**src/rtl/register_serializer_if.sv**
```systemverilog
// Parallel-load / serial-out handshake bundle for register_serializer.
// The slave side is the serializer; the master side loads words and consumes bits.
interface register_serializer_if #(
  parameter int WIDTH = 16
);
  logic [WIDTH-1:0] in;
  logic             load;
  logic             busy;
  logic             out_bit;
  logic             out_valid;
  logic             out_ready;
  logic             done;

  modport slave (
    input  in,
    input  load,
    input  out_ready,
    output busy,
    output out_bit,
    output out_valid,
    output done
  );

  modport master (
    output in,
    output load,
    output out_ready,
    input  busy,
    input  out_bit,
    input  out_valid,
    input  done
  );
endinterface

```
**src/rtl/register_serializer.sv**
```systemverilog
// register_serializer: captures a WIDTH-bit word on load (IDLE only) and streams it
// one bit per accepted valid/ready transfer, then pulses done for one cycle.
// Optional feature macro REGISTER_SERIALIZER_PARITY_EN appends an even-parity bit,
// computed from the captured word at load time, after the data bits.
module register_serializer #(
  parameter int WIDTH     = 16,
  parameter bit MSB_FIRST = 1'b1
) (
  input  logic                 clock,
  input  logic                 reset_n,
  register_serializer_if.slave bus
);

`ifdef REGISTER_SERIALIZER_PARITY_EN
  localparam int NBITS = WIDTH + 1;
`else
  localparam int NBITS = WIDTH;
`endif
  localparam int               CNT_W    = $clog2(WIDTH + 1);
  localparam logic [CNT_W-1:0] LAST_CNT = CNT_W'(NBITS - 1);

  typedef enum logic [1:0] {
    S_IDLE  = 2'd0,
    S_SHIFT = 2'd1,
    S_DONE  = 2'd2
  } state_t;

  state_t           r_state;
  state_t           w_next_state;
  logic [WIDTH-1:0] r_shreg;
  logic [CNT_W-1:0] r_cnt;
  logic             w_load_acc;
  logic             w_xfer;
  logic             w_last;
  logic             w_end_bit;
  logic             w_ser_bit;

  // Move the shift register one place toward the output end, zero-filling.
  function automatic logic [WIDTH-1:0] shift_out(input logic [WIDTH-1:0] v);
    if (MSB_FIRST) return {v[WIDTH-2:0], 1'b0};
    else           return {1'b0, v[WIDTH-1:1]};
  endfunction

  assign w_load_acc = (r_state == S_IDLE) && bus.load;
  assign w_xfer     = (r_state == S_SHIFT) && bus.out_ready;
  assign w_last     = (r_cnt == LAST_CNT);
  assign w_end_bit  = MSB_FIRST ? r_shreg[WIDTH-1] : r_shreg[0];

`ifdef REGISTER_SERIALIZER_PARITY_EN
  logic r_parity;

  // Parity of the captured word, held for the extra trailing bit.
  always_ff @(posedge clock or negedge reset_n) begin
    if (!reset_n)        r_parity <= 1'b0;
    else if (w_load_acc) r_parity <= ^bus.in;
  end

  assign w_ser_bit = (r_cnt == CNT_W'(WIDTH)) ? r_parity : w_end_bit;
`else
  assign w_ser_bit = w_end_bit;
`endif

  // State register.
  always_ff @(posedge clock or negedge reset_n) begin
    if (!reset_n) r_state <= S_IDLE;
    else          r_state <= w_next_state;
  end

  // Next-state decode: the last accepted bit ends the word, DONE lasts one cycle.
  always_comb begin
    w_next_state = r_state;
    case (r_state)
      S_IDLE:  if (bus.load) w_next_state = S_SHIFT;
      S_SHIFT: if (w_xfer && w_last) w_next_state = S_DONE;
      S_DONE:  w_next_state = S_IDLE;
      default: w_next_state = S_IDLE;
    endcase
  end

  // Shift register and bit counter: load in IDLE, advance on each accepted bit.
  always_ff @(posedge clock or negedge reset_n) begin
    if (!reset_n) begin
      r_shreg <= '0;
      r_cnt   <= '0;
    end else if (w_load_acc) begin
      r_shreg <= bus.in;
      r_cnt   <= '0;
    end else if (w_xfer) begin
      r_shreg <= shift_out(r_shreg);
      r_cnt   <= r_cnt + 1'b1;
    end
  end

  assign bus.busy      = (r_state != S_IDLE);
  assign bus.out_valid = (r_state == S_SHIFT);
  assign bus.out_bit   = (r_state == S_SHIFT) && w_ser_bit;
  assign bus.done      = (r_state == S_DONE);

endmodule

```
**src/flat_wrapper.sv**
```systemverilog
// flat-port wrapper written by rule: the top's interface ports become plain ports
module register_serializer_flat 
#(
  parameter int WIDTH     = 16,
  parameter bit MSB_FIRST = 1'b1
)
  (clock, reset_n, bus_in, bus_load, bus_out_ready, bus_busy, bus_out_bit, bus_out_valid, bus_done);
  register_serializer_if #(.WIDTH(WIDTH)) bus_i ();
  input  logic clock;
  input  logic reset_n;
  input wire logic [$bits(bus_i.in)-1:0] bus_in;
  input wire logic [$bits(bus_i.load)-1:0] bus_load;
  input wire logic [$bits(bus_i.out_ready)-1:0] bus_out_ready;
  output wire logic [$bits(bus_i.busy)-1:0] bus_busy;
  output wire logic [$bits(bus_i.out_bit)-1:0] bus_out_bit;
  output wire logic [$bits(bus_i.out_valid)-1:0] bus_out_valid;
  output wire logic [$bits(bus_i.done)-1:0] bus_done;
  assign bus_i.in = bus_in;
  assign bus_i.load = bus_load;
  assign bus_i.out_ready = bus_out_ready;
  assign bus_busy = bus_i.busy;
  assign bus_out_bit = bus_i.out_bit;
  assign bus_out_valid = bus_i.out_valid;
  assign bus_done = bus_i.done;
  register_serializer #(.WIDTH(WIDTH), .MSB_FIRST(MSB_FIRST)) u_core (.clock(clock), .reset_n(reset_n), .bus(bus_i));
endmodule
```
**config.mk**
```make
export PLATFORM = sky130hd
export DESIGN_NAME = register_serializer_flat
export DESIGN_NICKNAME = d
export VERILOG_FILES = /design/src/rtl/register_serializer_if.sv /design/src/rtl/register_serializer.sv /design/src/flat_wrapper.sv
export SDC_FILE = /design/constraint.sdc
export NUM_CORES = 1
export LEC_CHECK = 0
export BUFFER_PORTS_ARGS = -buffer_cell sky130_fd_sc_hd__buf_2
export CAP_MARGIN = 20
export CORE_ASPECT_RATIO = 1.25
export CORE_UTILIZATION = 52
export DETAILED_ROUTE_END_ITERATION = 16
export PLACE_DENSITY_LB_ADDON = 0.3
export SKIP_CTS_REPAIR_TIMING = 1
export SYNTH_ARGS = -nofsm -noshare
export SYNTH_HDL_FRONTEND = slang
export SYNTH_SLANG_ARGS = --single-unit
```
**constraint.sdc**
```tcl
create_clock -name clock -period 1.78 [get_ports clock]
set_clock_uncertainty 0.2 [all_clocks]
set_input_delay 0.178 -clock clock [delete_from_list [all_inputs] [get_ports clock]]
set_output_delay 0.178 -clock clock [all_outputs]
set_load 0.005 [all_outputs]
```
## Word-level counts from Yosys, hierarchy flattened

Index checks and enable logic that the tools add are counted.

| operators by class | value |
|---|---|
| add/sub/neg operators | 1 |
| equality and inequality tests | 5 |
| multiplexer cells | 7 |
| reduce and logical (&&, ||, !) cells | 8 |

Operators with widths:

| operator | number |
|---|---|
| $mux W16 | 2 |
| $mux W5 | 2 |
| $add A5 B1 Y5 const B | 1 |
| $eq A5 B4 Y1 const B | 1 |
| $logic_and A1 B1 Y1 | 4 |
| $mux W2 | 2 |
| $pmux W2 S2 | 1 |
| $reduce_bool A2 Y1 | 2 |
| $eq A2 B1 Y1 const B | 1 |
| $eq A2 B2 Y1 const B | 1 |
| $logic_not A2 Y1 | 1 |
| $ne A2 B1 Y1 const B | 1 |
| $ne A2 B2 Y1 const B | 1 |
| $reduce_and A2 Y1 | 1 |

| storage, ports and cells | value |
|---|---|
| register bits after elaboration | 23 |
| bits of input ports | 20 |
| output and inout port bits | 4 |
| logic and storage cells | 24 |

## Logic depth before layout (Yosys ltp)

| logic depth | value |
|---|---|
| word-level depth | 5 |
| depth in mapped cells | 6 |
| depth with buffers taken out | 6 |

## Worst setup path before layout

Ideal clock, no wire load.

| path | value |
|---|---|
| path kind | flip-flop to flip-flop |
| from | register u_core.r_state[1] |
| to | register u_core.r_cnt[3] |
| setup time | 120 ps |
| arrival time | 1225 ps |
| data required time | 1460 ps |
| setup slack | 235 ps |
| cell stages (with the launch flop) | 5 |
| buffers on the path | 1 |
| period minus slack after synthesis | 1545 ps |
| cells stage by stage | dfrtp_1 nor3b_4 buf_6 a211oi_2 a31o_1 |

| between the ends | value |
|---|---|
| word-level cells in the longest chain between the ends | 3 |
| elaborated cells on any way between the ends | 6 |
| classes of those cells | 1 x eq/ne; 1 x mux; 4 x reduce/logical |

RTL lines:

| what | RTL line | text |
|---|---|---|
| start: declaration | register_serializer.sv:28 | `state_t r_state;` |
| start signal: assignment | register_serializer.sv:66 | `else r_state <= w_next_state;` |
| $eq A2 B1 Y1 or $logic_not A2 Y1 (tied branches) | register_serializer.sv:45, register_serializer.sv:44 |  |
| $logic_and A1 B1 Y1 (on tied branches) | register_serializer.sv:45, register_serializer.sv:44 |  |
| $reduce_bool A2 Y1 (no line) or $mux W5 (tied branches) | -- |  |
| end signal: assignment | register_serializer.sv:90 | `r_cnt <= r_cnt + 1'b1;` |
| end: declaration | register_serializer.sv:31 | `logic [CNT_W-1:0] r_cnt;` |

Several ways; a longest one is shown, not always the timed one.
A chain may end at the register's enable or synchronous reset.

## Worst setup path after layout

| path | value |
|---|---|
| from | register u_core.r_state[1] |
| to | register u_core.r_cnt[0] |

The elaborated chain is that of the path after synthesis.

==> out/qor.csv <==
stage,metric,value,unit
yosys,synth_fp_nets,110,
worst_hold_path,hp-class,in2reg,
sta,rsz0062_at_grt,no,
clock_network,ctsRootBufferMaster,clkbuf_4,
sta,min_period,1670,ps
placement,dp_hpwl,1.37,mm
yosys,yosysSeqAreaShare,52.5,%
clock_network,clkSinkCount,23,
setup_path,arrival,1680,ps
yosys,synth_common_cells,"23 x dfrtp_1, 14 x a22o_1, 13 x a21o_1",
placement,dpl_cell_area,0.00121,mm^2
sta,timing.final.crit_share,94.0,%
global_route,antenna_found_initial,0,
setup_path,crit_path_max_fanout,20,
yosys,async_reset_ff_share,100,%
die,die_area,0.00230,mm^2
sta,fin_ws,108,ps
yosys,yosys_warnings,0,
placement,portBuffers,23,
setup_path,worst_path_largest_cell_delay,480,ps
power_and_ir_drop,ir_drop,742,uV
final_layout,drive_gt1_share,29.8,%
yosys,synth_top_flop_cell,dfrtp_1,
power_and_ir_drop,power_density,1230,mW/mm^2
detailed_routing,drc,0,
global_route,grt_util_all_layers,18.3,%
yosys,synth_edf_count,0,
detailed_routing,wire_per_inst,14.0,um
sta,fmax,598,MHz
clock_network,cts_buffers,3,
final_layout,seqCellArea,577,um^2
yosys,avgSynthCellArea,12.5,um^2
sta,max_slew_margin,65.9,%
yosys,synth_area,0.00110,mm^2
run_status,violations,negative hold slack,
final_layout,fillCellCount,145,
detailed_routing,drt_iter0_markers,9,
run,maxCapViolCount,0,
sta,tightestPinTransition,511,ps
detailed_routing,wirelength,2.12,mm
final_layout,area_delta_synth_final,28.7,%
placement,routabilityCongestion,0.710,
yosys,yosys.area.top_type,dfrtp_1,
detailed_routing,firstDrtPassIters,4,
die,start_util,55.4,%
global_route,grt_pass1_vias,783,
setup_path,cp.required,1790,ps
final_layout,diodes,0,
yosys,synth_cells,88,
clock_network,cts-htree-levels,1,
yosys,synth_area_leaders,"dfrtp_1 52%, a22o_1 11%, a21o_1 8.9%, buf_6 4.1%, ha_1 2.3%",
final_layout,multi_input_area,465,um^2
detailed_routing,vias_per_cell,5.50,
clock_network,clk_path_buf_depth,2,
sta,holdWs,-35.2,ps
clock_network,clkLatencyLatePin,300,ps
yosys,synth.top_cell.area_share,52.5,%
detailed_routing,vias,830,
global_route,grt_pass1_wl,3.14,mm
setup_path,crit_path_start_kind,flip-flop,
die,die_x,43.1,um
sta,drv_slew,0,
final_layout,fin_nets,154,
die,coreArea,0.00198,mm^2
die,ios,24,
placement,post-place-ws,97.2,ps
power_and_ir_drop,leakage,0.759,nW
setup_path,path_class,reg2reg,
detailed_routing,drtAntennaViolNets,0,
clock_network,cts_tree,done,
global_route,grt_max_degree,24,
setup_path,end_kind,flip-flop,
run_status,run_status,"complete, but fails checks",
yosys,ys_types,25,
setup_path,path_cells,and3b_4 > nor2_4 > mux2_2,
sta,setup_viol,0,
sta,hold_viol_final,2,
setup_path,crit_slowest_cell,and3b_4,
yosys,post-synth-top-count-cell,dfrtp_1,
yosys,ys_ff_latch,23,
sta,fin_tns_setup,0,ps
clock_network,path_clk_slew,120,ps
die,std_cell_rows,18,
final_layout,postLayoutCellArea,0.00141,mm^2
die,die_h,53.4,um
global_route,overflow,0,
metrics by stage:
step | utilization (%) | power (mW) | hold slack [ps] | instances
after floorplan | - | 1.33 | -318 | 88
after global placement | 61.3 | 1.45 | -25.9 | 130
after detailed placement | 61.3 | 1.48 | -22.8 | 130
after CTS | 62.6 | 1.71 | -365 | 134
after global routing | 71.3 | 1.85 | 7.01 | 151
final | 71.3 | 1.73 | -35.2 | 151
where the power goes:
part / total, mW / internal, mW / switching [mW]
clock: 0.236 / 0.0874 / 0.149
sequential: 0.852 / 0.725 / 0.127
combinational: 0.643 / 0.361 / 0.282
final timing paths:
check                                       start           endpoint  slack [ps]  depth (start not counted)
worst max-delay path            u_core.r_state[1]    u_core.r_cnt[0]         110                          3
worst max register to register  u_core.r_state[1]    u_core.r_cnt[0]         110                          3
worst min register to register  u_core.r_shreg[6]  u_core.r_shreg[6]         290                          1
worst min-delay path                bus_out_ready  u_core.r_state[0]         -40                          4
min in group asynchronous                 reset_n    u_core.r_cnt[3]         160                          2
max in group asynchronous                 reset_n  u_core.r_state[1]         850                          2
worst max-delay path: cells and delay by family (launching register included):
kind	cells	cell delay (ps)
muxes	1	280
and+or+nand+nor	2	620
DFF	1	470
layer usage:
layer / global-route usage (%) / share of wire [%] / vias to the layer above / routed length, um
met1: 22.3 / 44 / 401 / 932
li1: - / - / 408 / -
met3: 3.41 / 2.9 / 4 / 62
met4: 7.07 / 0.99 / 0 / 21
met5: 0 / 0 / - / 0
met2: 31.8 / 52 / 17 / 1100
layout make-up:
cell class	instances	share of cell area [%]
Tap cell	20	1.77
Inverter	3	0.797
Clock buffer	4	1.86
Multi-Input combinational cell	58	32.9
Sequential cell	23	40.8
Timing Repair Buffer	43	21.8
flip-flops by register name, indices dropped and copies added, names as in the netlist:
| name | cells |
|---|---|
| u_core.r_cnt | 5 |
| u_core.r_shreg | 16 |
| u_core.r_state | 2 |
cells by family (layout without fill, tap and decap cells):
kind of cell,Yosys count,in the layout,synth area share (%)
AO/OA/AOI/OAI,35,35,26.2
flip-flops,23,23,52.5
AND/OR/NAND/NOR,19,19,12.1
buffers and inverters,7,50,5.13
adder cells (fa/ha/maj),2,2,2.28
XOR/XNOR,1,1,0.798
multiplexers,1,1,1.03
cells in the final DEF, fill, tap and decap left out, drive strengths merged, types with 3 or more instances in the layout:
cell         netlist  layout
a21o              13      13
a22o              15      15
buf                4      26
clkbuf             0       4
dfrtp             23      23
dlygate4sd3        0      17
inv                3       3
nand2              6       6
nor2               3       3
(Power assumes the default switching activity.)
